===== src/rtl/bus_demux_1x4_if.sv =====
// ---------------------------------------------------------------------------
// bus_demux_1x4_if
// Request/response bundle between the core, the 1x4 router and its targets.
//
// Handshake rule for both request channels (req_* from the core, s_* to a
// target): a transfer happens on a rising clk edge where valid and ready are
// both 1. Once valid is raised its payload stays stable until that edge.
// Responses (rsp_valid, s_rvalid) are single-cycle pulses with no back-pressure.
//
// Signals:
//   req_valid/req_ready/req_addr/req_we/req_wdata/req_be : core request
//   rsp_valid/rsp_rdata/rsp_err                          : response to core
//   s_valid[4]/s_ready[4]                                : per-target handshake
//   s_addr/s_we/s_wdata/s_be                             : shared target payload
//   s_rvalid[4]/s_rdata[128]                             : per-target response
// Modports:
//   master : the environment side (core plus targets)
//   slave  : the router
// ---------------------------------------------------------------------------
interface bus_demux_1x4_if;
    logic        req_valid;
    logic        req_ready;
    logic [31:0] req_addr;
    logic        req_we;
    logic [31:0] req_wdata;
    logic [3:0]  req_be;
    logic        rsp_valid;
    logic [31:0] rsp_rdata;
    logic        rsp_err;
    logic [3:0]  s_valid;
    logic [3:0]  s_ready;
    logic [31:0] s_addr;
    logic        s_we;
    logic [31:0] s_wdata;
    logic [3:0]  s_be;
    logic [3:0]  s_rvalid;
    logic [127:0] s_rdata;

    modport master (
        output req_valid, req_addr, req_we, req_wdata, req_be,
        input  req_ready, rsp_valid, rsp_rdata, rsp_err,
        input  s_valid, s_addr, s_we, s_wdata, s_be,
        output s_ready, s_rvalid, s_rdata
    );

    modport slave (
        input  req_valid, req_addr, req_we, req_wdata, req_be,
        output req_ready, rsp_valid, rsp_rdata, rsp_err,
        output s_valid, s_addr, s_we, s_wdata, s_be,
        input  s_ready, s_rvalid, s_rdata
    );
endinterface


===== src/rtl/bus_demux_1x4.sv =====
// ---------------------------------------------------------------------------
// bus_demux_1x4
// Routes one core load/store request to one of four targets selected by
// req_addr[SEL_LSB+1:SEL_LSB], then returns that target's response. Only one
// transaction is outstanding; a hung target produces an error response after
// TIMEOUT cycles.
//
// Ports:
//   clk       : clock, rising edge
//   reset_n   : synchronous active-low reset
//   bus       : bus_demux_1x4_if.slave (core request/response + target side)
//   state_dbg : current FSM state (IDLE=0, REQ=1, RESP=2)
// ---------------------------------------------------------------------------
module bus_demux_1x4 #(
    parameter int SEL_LSB = 28,
    parameter int TIMEOUT = 256
) (
    input  logic             clk,
    input  logic             reset_n,
    bus_demux_1x4_if.slave   bus,
    output logic [1:0]       state_dbg
);
    localparam logic [1:0] IDLE = 2'd0;
    localparam logic [1:0] REQ  = 2'd1;
    localparam logic [1:0] RESP = 2'd2;

    localparam int TW = (TIMEOUT > 2) ? $clog2(TIMEOUT) : 1;
    localparam logic [TW-1:0] T_MAX  = TW'(TIMEOUT - 1);
    // Timer is 0 in the first REQ cycle, so firing at TIMEOUT-2 puts the error
    // response exactly TIMEOUT cycles after acceptance.
    localparam logic [TW-1:0] T_FIRE = TW'(TIMEOUT - 2);

    logic [1:0]    state;
    logic [1:0]    sel_q;
    logic [TW-1:0] timer;

    logic [1:0]  sel_now;
    logic        hit_ready;
    logic        hit_rvalid;
    logic        timeout_hit;
    logic [31:0] rdata_sel;

    assign sel_now     = bus.req_addr[SEL_LSB+1:SEL_LSB];
    assign hit_ready   = bus.s_ready[sel_q];
    assign hit_rvalid  = bus.s_rvalid[sel_q];
    assign timeout_hit = (timer == T_FIRE);
    assign rdata_sel   = bus.s_rdata[{sel_q, 5'b00000} +: 32];

    assign bus.req_ready = (state == IDLE);
    assign state_dbg     = state;

    always_ff @(posedge clk) begin
        if (!reset_n) begin
            state         <= IDLE;
            sel_q         <= 2'd0;
            timer         <= '0;
            bus.s_valid   <= 4'd0;
            bus.s_addr    <= 32'd0;
            bus.s_we      <= 1'b0;
            bus.s_wdata   <= 32'd0;
            bus.s_be      <= 4'd0;
            bus.rsp_valid <= 1'b0;
            bus.rsp_err   <= 1'b0;
            bus.rsp_rdata <= 32'd0;
        end else begin
            bus.rsp_valid <= 1'b0;
            bus.rsp_err   <= 1'b0;
            if (state != IDLE && timer != T_MAX) begin
                timer <= timer + TW'(1);
            end
            case (state)
                IDLE: begin
                    if (bus.req_valid) begin
                        bus.s_addr  <= bus.req_addr;
                        bus.s_we    <= bus.req_we;
                        bus.s_wdata <= bus.req_wdata;
                        bus.s_be    <= bus.req_be;
                        bus.s_valid <= 4'b0001 << sel_now;
                        sel_q       <= sel_now;
                        timer       <= '0;
                        state       <= REQ;
                    end
                end
                REQ: begin
                    if (hit_ready) begin
                        bus.s_valid <= 4'd0;
                        // A response in the handshake cycle completes at once.
                        if (hit_rvalid) begin
                            bus.rsp_valid <= 1'b1;
                            bus.rsp_rdata <= bus.s_we ? 32'd0 : rdata_sel;
                            state         <= IDLE;
                        end else if (timeout_hit) begin
                            bus.rsp_valid <= 1'b1;
                            bus.rsp_err   <= 1'b1;
                            bus.rsp_rdata <= 32'd0;
                            state         <= IDLE;
                        end else begin
                            state <= RESP;
                        end
                    end else if (timeout_hit) begin
                        bus.s_valid   <= 4'd0;
                        bus.rsp_valid <= 1'b1;
                        bus.rsp_err   <= 1'b1;
                        bus.rsp_rdata <= 32'd0;
                        state         <= IDLE;
                    end
                end
                RESP: begin
                    // Completion is checked first so it wins over a timeout.
                    if (hit_rvalid) begin
                        bus.rsp_valid <= 1'b1;
                        bus.rsp_rdata <= bus.s_we ? 32'd0 : rdata_sel;
                        state         <= IDLE;
                    end else if (timeout_hit) begin
                        bus.rsp_valid <= 1'b1;
                        bus.rsp_err   <= 1'b1;
                        bus.rsp_rdata <= 32'd0;
                        state         <= IDLE;
                    end
                end
                default: begin
                    bus.s_valid <= 4'd0;
                    state       <= IDLE;
                end
            endcase
        end
    end
endmodule


===== src/flat_wrapper.sv =====
// flat-port wrapper written by rule: the top's interface ports become plain ports
module bus_demux_1x4_flat 
#(
    parameter int SEL_LSB = 28,
    parameter int TIMEOUT = 256
)
  (clk, reset_n, state_dbg, bus_req_valid, bus_req_addr, bus_req_we, bus_req_wdata, bus_req_be, bus_req_ready, bus_rsp_valid, bus_rsp_rdata, bus_rsp_err, bus_s_valid, bus_s_addr, bus_s_we, bus_s_wdata, bus_s_be, bus_s_ready, bus_s_rvalid, bus_s_rdata);
  bus_demux_1x4_if bus_i ();
  input  logic clk;
  input  logic reset_n;
  output logic [1:0] state_dbg;
  input wire logic [$bits(bus_i.req_valid)-1:0] bus_req_valid;
  input wire logic [$bits(bus_i.req_addr)-1:0] bus_req_addr;
  input wire logic [$bits(bus_i.req_we)-1:0] bus_req_we;
  input wire logic [$bits(bus_i.req_wdata)-1:0] bus_req_wdata;
  input wire logic [$bits(bus_i.req_be)-1:0] bus_req_be;
  output wire logic [$bits(bus_i.req_ready)-1:0] bus_req_ready;
  output wire logic [$bits(bus_i.rsp_valid)-1:0] bus_rsp_valid;
  output wire logic [$bits(bus_i.rsp_rdata)-1:0] bus_rsp_rdata;
  output wire logic [$bits(bus_i.rsp_err)-1:0] bus_rsp_err;
  output wire logic [$bits(bus_i.s_valid)-1:0] bus_s_valid;
  output wire logic [$bits(bus_i.s_addr)-1:0] bus_s_addr;
  output wire logic [$bits(bus_i.s_we)-1:0] bus_s_we;
  output wire logic [$bits(bus_i.s_wdata)-1:0] bus_s_wdata;
  output wire logic [$bits(bus_i.s_be)-1:0] bus_s_be;
  input wire logic [$bits(bus_i.s_ready)-1:0] bus_s_ready;
  input wire logic [$bits(bus_i.s_rvalid)-1:0] bus_s_rvalid;
  input wire logic [$bits(bus_i.s_rdata)-1:0] bus_s_rdata;
  assign bus_i.req_valid = bus_req_valid;
  assign bus_i.req_addr = bus_req_addr;
  assign bus_i.req_we = bus_req_we;
  assign bus_i.req_wdata = bus_req_wdata;
  assign bus_i.req_be = bus_req_be;
  assign bus_req_ready = bus_i.req_ready;
  assign bus_rsp_valid = bus_i.rsp_valid;
  assign bus_rsp_rdata = bus_i.rsp_rdata;
  assign bus_rsp_err = bus_i.rsp_err;
  assign bus_s_valid = bus_i.s_valid;
  assign bus_s_addr = bus_i.s_addr;
  assign bus_s_we = bus_i.s_we;
  assign bus_s_wdata = bus_i.s_wdata;
  assign bus_s_be = bus_i.s_be;
  assign bus_i.s_ready = bus_s_ready;
  assign bus_i.s_rvalid = bus_s_rvalid;
  assign bus_i.s_rdata = bus_s_rdata;
  bus_demux_1x4 #(.SEL_LSB(SEL_LSB), .TIMEOUT(TIMEOUT)) u_core (.clk(clk), .reset_n(reset_n), .bus(bus_i), .state_dbg(state_dbg));
endmodule

===== config.mk =====
export PLATFORM = sky130hd
export DESIGN_NAME = bus_demux_1x4_flat
export DESIGN_NICKNAME = d
export VERILOG_FILES = /design/src/rtl/bus_demux_1x4_if.sv /design/src/rtl/bus_demux_1x4.sv /design/src/flat_wrapper.sv
export SDC_FILE = /design/constraint.sdc
export NUM_CORES = 1
export LEC_CHECK = 0
export BUFFER_PORTS_ARGS = -buffer_cell sky130_fd_sc_hd__buf_4
export CELL_PAD_IN_SITES_DETAIL_PLACEMENT = 0
export CELL_PAD_IN_SITES_GLOBAL_PLACEMENT = 1
export CORE_ASPECT_RATIO = 0.75
export CORE_MARGIN = 1
export CORE_UTILIZATION = 31
export CTS_BUF_LIST = sky130_fd_sc_hd__clkbuf_4
export DETAILED_ROUTE_END_ITERATION = 8
export PLACE_DENSITY = 0.86
export RECOVER_POWER = 25
export SLEW_MARGIN = 15
export SYNTH_ARGS = -nofsm -noshare
export SYNTH_HDL_FRONTEND = slang
export SYNTH_SLANG_ARGS = --single-unit

===== constraint.sdc =====
create_clock -name clk -period 2 [get_ports clk]
set_input_delay 0.3 -clock clk [delete_from_list [all_inputs] [get_ports clk]]
set_output_delay 0.3 -clock clk [all_outputs]
set_load 0.01 [all_outputs]

# Word-level counts from Yosys, hierarchy flattened
# Index checks and enable logic that the tools add are counted.
dict set report classes {
  add_sub_neg 1
  n_lt_le_gt_ge 1
  eq_ne 6
  shift 2
  n_mux 30
  n_bitwise 1
  n_reduce_logical 6
}
# cell count
set ops {}
lappend ops {{two-way mux 32 bit} 4}
lappend ops {{indexed part select 128 x 8 -> 32 bit} 1}
lappend ops {{one-hot mux 32 bit (2 select lines)} 1}
lappend ops {{two-way mux 8 bit} 3}
lappend ops {{two-way mux 2 bit} 6}
lappend ops {{two-way mux 4 bit} 3}
lappend ops {{one-hot mux 4 bit (3 select lines)} 1}
lappend ops {{adder 8 x 1 -> 8 bit, second input constant} 1}
lappend ops {{equality test 8 bit, second input constant} 1}
lappend ops {{!= test 8 bit, second input constant} 1}
lappend ops {{two-way mux 1 bit} 7}
lappend ops {{one-hot mux 2 bit (3 select lines)} 1}
lappend ops {{binary-select mux 1 bit (select 2 bit)} 2}
lappend ops {{one-hot mux 1 bit (2 select lines)} 2}
lappend ops {{nonzero test 2 bit} 2}
lappend ops {{left shift 1 x 2 -> 4 bit, first input constant} 1}
lappend ops {{< comparator 2 x 3 -> 1 bit, second input constant} 1}
lappend ops {{!= test 3 x 1 -> 1 bit, second input constant} 1}
lappend ops {{AND reduction 3 bit} 1}
lappend ops {{equality test 2 x 1 -> 1 bit, second input constant} 1}
lappend ops {{equality test 2 bit, second input constant} 1}
lappend ops {{zero test 2 bit} 1}
lappend ops {{!= test 2 bit, second input constant} 1}
lappend ops {{AND reduction 2 bit} 1}
lappend ops {{other kinds (2)} 2}
dict set report word_totals {
  register_bits 119
  in_bits 208
  out_inout_bits 110
  wordCells 58
}

# Longest topological paths before layout
# Gate-level depths: netlist of the first run.
dict set report depth {
  word_depth 5
  ltp_mapped 9
  depth_no_buf 6
}

# Worst setup path before layout of the first run
# Ideal clock, no wire load.
dict set report synth_path {
  path_type {register -> register}
  from {register u_core.state[0], in the netlist u_core.state_dbg[0]}
  to {register u_core.bus.s_valid[0]}
  setup_time_ps 70
  t_arrival_ps 1886
  t_required_ps 1930
  path_slack_ps 43
  stages_incl_launch_ff 8
  n_path_buf 1
  synth_period_minus_slack_ps 1957
  path_cell_list {dfxtp_1 -> inv_1 -> ha_1 -> nor2b_1 -> or2_1 -> clkbuf_1 -> or4_1 -> a21oi_1}
}
dict set report synth_via {
  elab_chain_len 3
  word_cells_on_any_way 8
  cone_classes {eq/ne: 4; mux: 1; bitwise: 1; reduce/logical: 2}
}
# element line
set synth_rtl {}
lappend synth_rtl {{start: declaration} bus_demux_1x4.sv:33} ;# logic [1:0] state;
lappend synth_rtl {{start signal: assignment} bus_demux_1x4.sv:54} ;# state <= IDLE;
lappend synth_rtl {{start signal: assignment} bus_demux_1x4.sv:81} ;# state <= REQ;
lappend synth_rtl {{start signal: assignment} bus_demux_1x4.sv:91} ;# state <= IDLE;
lappend synth_rtl {{zero test 2 bit (*)} -}
lappend synth_rtl {{net bus_req_ready} flat_wrapper.sv:17} ;# output wire logic [$bits(bus_i.req_ready)-1:0] bus_req_ready;
lappend synth_rtl {{!= test 2 bit (no line)} -}
lappend synth_rtl {{AND reduction 3 bit (no line)} -}
lappend synth_rtl {{end signal: assignment} bus_demux_1x4.sv:78} ;# bus.s_valid <= 4'b0001 << sel_now;
lappend synth_rtl {{end: declaration} bus_demux_1x4_if.sv:49} ;# output s_valid, s_addr, s_we, s_wdata, s_be,
# The timed path passes the listed nets; every way through them passes the cells marked *.
# A chain may end at the register's enable or synchronous reset.

# Worst setup path after layout of the first run
dict set report layout_path {
  from {register u_core.state[0], in the netlist u_core.state_dbg[0]}
  to {register u_core.bus.rsp_rdata[14]}
}
dict set report layout_via {
  elab_chain_len 2
  word_cells_on_any_way 4
  cone_classes {eq/ne: 2; mux: 1; reduce/logical: 1}
}
# element line
set layout_rtl {}
lappend layout_rtl {{equality test 2 bit / equality test 2 x 1 -> 1 bit (equally long branches)} bus_demux_1x4.sv:71} ;# case (state)
lappend layout_rtl {{one-hot mux 32 bit (2 select lines) / nonzero test 2 bit (equally long branches)} -}
lappend layout_rtl {{end signal: assignment} bus_demux_1x4.sv:90} ;# bus.rsp_rdata <= bus.s_we ? 32'd0 : rdata_sel;
lappend layout_rtl {{end signal: assignment} bus_demux_1x4.sv:112} ;# bus.rsp_rdata <= bus.s_we ? 32'd0 : rdata_sel;
lappend layout_rtl {{end: declaration} bus_demux_1x4_if.sv:48} ;# output req_ready, rsp_valid, rsp_rdata, rsp_err,
# Several ways; a longest one is shown, not always the timed one.

==> results of run 1 <==
## worst min-delay path by stage
stage / slack, ns / from / depth (start not counted) / to
5_1_grt: 0.03 / reset_n / 3 / u_core.bus.rsp_err
6_report: 0.09 / reset_n / 3 / u_core.bus.rsp_err
3_5_place_dp: 0.45 / u_core.bus.rsp_rdata[20] / 2 / u_core.bus.rsp_rdata[20]
2_1_floorplan: 0.44 / bus_req_addr[0] / 2 / u_core.bus.s_addr[0]
4_1_cts: 0.03 / reset_n / 3 / u_core.bus.rsp_err
3_3_place_gp: 0.44 / u_core.bus.s_wdata[19] / 2 / u_core.bus.s_wdata[19]
## synth_stat cells (2+ instances only)
cell	count	area (um^2)
inv_1	39	146
nand3_1	3	15.0
xnor2_1	3	26.3
o21ai_0	4	20.0
buf_6	4	45.0
nand2b_1	2	12.5
nor2_1	9	33.8
nand2_1	179	672
nor2b_1	2	12.5
mux4_2	34	766
buf_1	6	22.5
nand4_1	2	12.5
buf_2	9	45.0
a211oi_1	3	22.5
a21oi_1	79	395
and2_1	2	12.5
nor3_1	3	15.0
clkbuf_1	20	75.1
o21ai_1	34	170
a31oi_1	2	12.5
or4_1	5	37.5
dfxtp_1	117	2340
ha_1	6	75.1
## metal layers
metal / up-vias / wire [um] / GRT usage
met3: 16 / 1790 / 0.0840
met2: 228 / 9400 / 0.378
li1: 2751 / - / -
met1: 2626 / 7330 / 0.234
met4: 0 / 242 / 0.0627
met5: - / 0 / 0
## power by group through the flow
stage                     Combinational [mW]  Sequential [mW]  Clock [mW]
after global placement                  1.35             2.62           0
after detailed placement                1.37             2.63           0
after global routing                    1.56             2.60        2.21
after floorplan                        0.562             2.69           0
after CTS                               1.48             2.58        2.09
final                                   1.44             2.58        2.05
## worst register-to-register path, delay by kind of cell, from the launching register on
family / cells / cell delay, ns
DFF: 1 / 0.39
buffers and inverters: 1 / 0.07
AOI/OAI and AO/OA: 2 / 0.84
adders and majority gates: 1 / 0.43
## cells by family (layout without fill, tap and decap cells)
kind of cell | after synthesis | in the layout | synth area share
AO/OA/AOI/OAI | 132 | 133 | 0.140
XOR/XNOR | 4 | 4 | 0.00682
adder cells (fa/ha/maj) | 6 | 6 | 0.0146
buffers and inverters | 80 | 476 | 0.0667
flip-flops | 117 | 117 | 0.456
multiplexers | 34 | 34 | 0.149
other | 0 | 1 | 0
AND/OR/NAND/NOR | 212 | 212 | 0.168
## layout make-up
cell class                      count  area, um^2
Antenna cell                        1        2.50
Clock buffer                       18         135
Clock inverter                     14         200
Fill cell                        1515        7450
Inverter                           40         150
Multi-Input combinational cell    389        2490
Sequential cell                   117        2350
Tap cell                          210         263
Timing Repair Buffer              404        3070
## flip-flops by register name (all words and copies together), names as in the netlist
| name | cells |
|---|---|
| u_core.bus.rsp_err | 1 |
| u_core.timer | 8 |
| u_core.bus.rsp_valid | 1 |
| u_core.bus.s_be | 4 |
| u_core.bus.rsp_rdata | 32 |
| u_core.bus.s_addr | 32 |
| u_core.bus.s_wdata | 32 |
| u_core.bus.s_we | 1 |
| u_core.bus.s_valid | 4 |
| u_core.state_dbg | 2 |
## timing repair
action,CTS,global route
hold endpoints to repair,69,0
resized for setup,0,5
endpoints found under the setup margin,0,37
hold buffers,69,0
==> flow_summary.toml, run 1 <==
[setup_path]
crit_type = "reg2reg"
crit_family = "compound AO/OA/AOI/OAI gates"
endpoint = "u_core.bus.rsp_rdata[14]"
rrSetupSlack_ns = 0.11
crit_required_ns = 2.39
worstPathMaxFanout = 16
worstSetupStartpoint = "u_core.state_dbg[0]"
crit_chain = "inv_1 > ha_1 > a2bb2oi_2 > o21ai_1"
slowest_delay_ns = 0.74
reg2reg_to = "u_core.bus.rsp_rdata[14]"
timing.rr.start = "u_core.state_dbg[0]"
path_buf_inv = 1
cp-start-kind = "register"
worstPathArrival_ns = 2.28
worstSetupEndpointType = "register"
reg2reg_depth = 4
cp_slowest_cell = "a2bb2oi_2"
crit_cells = 4

[global_route]
grt_max_degree = 75
antenna_found_initial = 1
grt_usage = 0.213
grt_pass1_wl_mm = 27.8
first_global_vias = 5482
gr-total-overflow = 0

[placed_design]
finalWeightedCongestion = 0.842
place_ws_ns = 0.0587
place_area_mm2 = 0.00782
port_buffers = 317
dp.cells = 1090
hpwl_mm = 12.8

[final_layout]
fin_cells = 1193
final_common_cell = "buf_4"
area_growth_pct = 68.6
drive_above_1_share = 0.365
mostFrequentLayoutCells = "buf_4, nand2_1, dfxtp_1"
final_cell_area_mm2 = 0.00866
fin_nets = 1183
fin_util = 0.538

[pwr]
powerDensity_mw_per_mm2 = 700
pwr-share-seq = 0.425
combPwrFrac = 0.238
ir_worst_vdd_v = 0.000606
p_total_mw = 6.06
power_leakage_nw = 3.64
intPower_mw = 4.29
switching_share = 0.291
clkPwrFrac = 0.337
p_sw_mw = 1.77

[logic_synthesis]
ys_types = 41
yosysSeqAreaShare = 0.456
synth_nets = 799
yosys_warnings = 0
synth_seq_cells = 117
synth_edf_count = 0
synthArstFlopShare = 0
synth_area_mm2 = 0.00514
netlist_instances = 585
synth_flop_cell = "dfxtp_1"
synth.avg_cell_area_um2 = 8.78

[sta]
max_freq_mhz = 530
relSlewSlack = 0.383
finalSetupTns_ns = 0
worst_clock_skew_ns = 0.0182
finalCriticalPeriod_ns = 1.89
finalHoldViolations = 0
holdWs_ns = 0.0873
period_share = 0.944
rsz0062_at_grt = "no"
setup_viol = 0
slew_violations = 0
worst_pin_slew_ns = 0.925
layout_setup_ws_ns = 0.112

[clock_network]
post_cts_buffers = 0
clock_latency_ns = 0.55
cts_root_buf = "clkbuf_4"
cts_made_buffers = 17
cts.clk_slew.worst_paths_ns = 0.12
cts_buffer_depth = 2
cts_tree = "done"
cts.sinks = 117
cts.htree.levels = 4

[floorplan]
die_w_um = 151
die_y_um = 114
core_mm2 = 0.0161
ios = 318
start_util = 0.319
dieArea_mm2 = 0.0171
row_count = 40

[routing]
ant_nets = 0
num_vias = 5621
vias_per_cell = 4.71
drc = 0
wl_mm = 18.8
post_drt_wl_per_cell_um = 15.7
first_iter_violations = 179
drtPass1Iterations = 6

[job]
cap_violations = 0

[status]
status = "finished clean"

[min_path]
hold_path_class = "in2reg"
(Power assumes the default switching activity.)
==> inputs of run 2 (changes only) <==
==> constraint.sdc (replaced) <==
create_clock -name clk -period 2.1 [get_ports clk]
set_input_delay 0.315 -clock clk [delete_from_list [all_inputs] [get_ports clk]]
set_output_delay 0.315 -clock clk [all_outputs]
set_load 0.01 [all_outputs]
==> flow_summary.toml, run 2 (synthesized netlist as in run 1, its figures left out) <==
[final_layout]
top_regs = "u_core.bus.rsp_rdata: 32 flops, u_core.bus.s_addr: 32 flops, u_core.bus.s_wdata: 32 flops"
mostFrequentLayoutCells = "buf_4, nand2_1, dfxtp_1"
fin_nets = 1176
fill_cells = 1559
final_cell_area_mm2 = 0.00849
final_common_cell = "buf_4"
multi_input_area_mm2 = 0.00250
drive_above_1_share = 0.357
regArea_mm2 = 0.00234
area_growth_pct = 65.2

[sta]
rsz0062_at_grt = "no"
max_freq_mhz = 510
relSlewSlack = 0.461
finalSetupTns_ns = 0
period_share = 0.933
finalCriticalPeriod_ns = 1.96
setup_viol = 0
slew_violations = 0
worst_pin_slew_ns = 0.808
finalHoldViolations = 0
worst_clock_skew_ns = 0.0186

[clock_network]
cts.sinks = 117
cts.htree.levels = 4
cts_tree = "done"
cts.clk_slew.worst_paths_ns = 0.12
cts_made_buffers = 17
clock_latency_ns = 0.55
post_cts_buffers = 0
cts_root_buf = "clkbuf_4"
cts_buffer_depth = 2

[pwr]
powerDensity_mw_per_mm2 = 623
switching_share = 0.322
clkPwrFrac = 0.284
ir_worst_vdd_v = 0.000357
pwr-share-seq = 0.464
power_leakage_nw = 3.56
p_sw_mw = 1.70
intPower_mw = 3.59
combPwrFrac = 0.252

[setup_path]
rrSetupSlack_ns = 0.14
crit_family = "simple AND/OR/NAND/NOR gates"
crit_type = "reg2reg"
worstSetupEndpointType = "register"
path_buf_inv = 1
worstPathArrival_ns = 2.43
cp_slowest_cell = "or4_1"
crit_cells = 6
reg2reg_depth = 6
slowest_delay_ns = 0.52
worstPathMaxFanout = 8
cp-start-kind = "register"
crit_required_ns = 2.57
crit_chain = "inv_1 > ha_2 > nor2b_1 > or2_1 > or4_1 > a21oi_1"

[routing]
num_vias = 5540
vias_per_cell = 4.67
wl_mm = 18.3
drc = 0
drtPass1Iterations = 4
post_drt_wl_per_cell_um = 15.5
first_iter_violations = 235
ant_nets = 0

[global_route]
grt_usage = 0.208
first_global_vias = 5370
grt_max_degree = 75
antenna_found_initial = 1
gr-total-overflow = 0
grt_pass1_wl_mm = 27.4

[floorplan]
start_util = 0.319
die_y_um = 114
row_count = 40
ios = 318
core_mm2 = 0.0161
dieArea_mm2 = 0.0171
die_w_um = 151

[placed_design]
hpwl_mm = 12.6
finalWeightedCongestion = 0.823
port_buffers = 317
place_area_mm2 = 0.00771

[job]
cap_violations = 0

[min_path]
hold_path_class = "in2reg"
min_path_cells = 3

[status]
status = "finished clean"
-- run 2: cell count changes in the layout (fill, tap and decap cells not counted), moves of 2 or more --
cell	delta
dfxtp_2	-2
bufinv_16	-4
buf_12	-4
dfxtp_1	+2
inv_6	+2
buf_4	-4
clkinv_4	+2
-- run 2: worst reg2reg max path: stages, from the launching register on --
cell	delay, ns
dfxtp_1	0.46
inv_1	0.10
ha_2	0.19
nor2b_1	0.16
or2_1	0.30
or4_1	0.52
a21oi_1	0.15
-- run 2: area by class of cell --
class                   count  area share
flip-flops and latches    117       0.276
clock inverters            15      0.0144
inverters                  40      0.0177
multi-input cells         389       0.295
diodes                      1    0.000295
well taps                 210      0.0310
clock buffers              17      0.0150
repair buffers            397       0.350
-- run 2: metal layers --
metal	global-route usage	share of wire	vias up
met4	0.0747	0.015	0
met3	0.0760	0.093	21
met5	0	0	-
met1	0.232	0.40	2561
li1	-	-	2746
met2	0.363	0.49	212
-- run 2: what timing repair did --
action / in CTS / in global routing
pin swaps: 0 / 1
resized for setup: 1 / 4
hold endpoints to repair: 69 / 0
endpoints found under the setup margin: 1 / 27
gates cloned: 0 / 1
hold buffers: 69 / 0
-- run 2: power groups by stage --
stage / clock network, mW / logic (mW) / registers (mW)
floorplan: 0 / 0.535 / 2.56
global placement: 0 / 1.25 / 2.50
detailed placement: 0 / 1.26 / 2.50
CTS: 1.57 / 1.37 / 2.45
global route: 1.68 / 1.45 / 2.47
finish: 1.50 / 1.33 / 2.45
-- run 2: through the flow --
stage | setup slack [ns] | power (mW) | hold WS, ns | utilization | instances
4_1_cts | 0.0818 | 5.39 | 0.0249 | 0.537 | 1184
6_report | 0.140 | 5.29 | 0.0932 | 0.527 | 1186
3_5_place_dp | 0.128 | 3.76 | 0.446 | 0.479 | 1083
2_1_floorplan | 0.143 | 3.09 | 0.450 | - | 585
3_3_place_gp | 0.192 | 3.75 | 0.442 | 0.479 | 1083
5_1_grt | 0.0188 | 5.60 | 0.0661 | 0.527 | 1186
-- run 2: worst paths after layout --
kind,from,endpoint
hold / removal,reset_n,u_core.state_dbg[0]
hold reg to reg,u_core.bus.rsp_rdata[19],u_core.bus.rsp_rdata[19]
setup / recovery,u_core.state_dbg[0],u_core.bus.s_valid[1]
setup reg to reg,u_core.state_dbg[0],u_core.bus.s_valid[1]
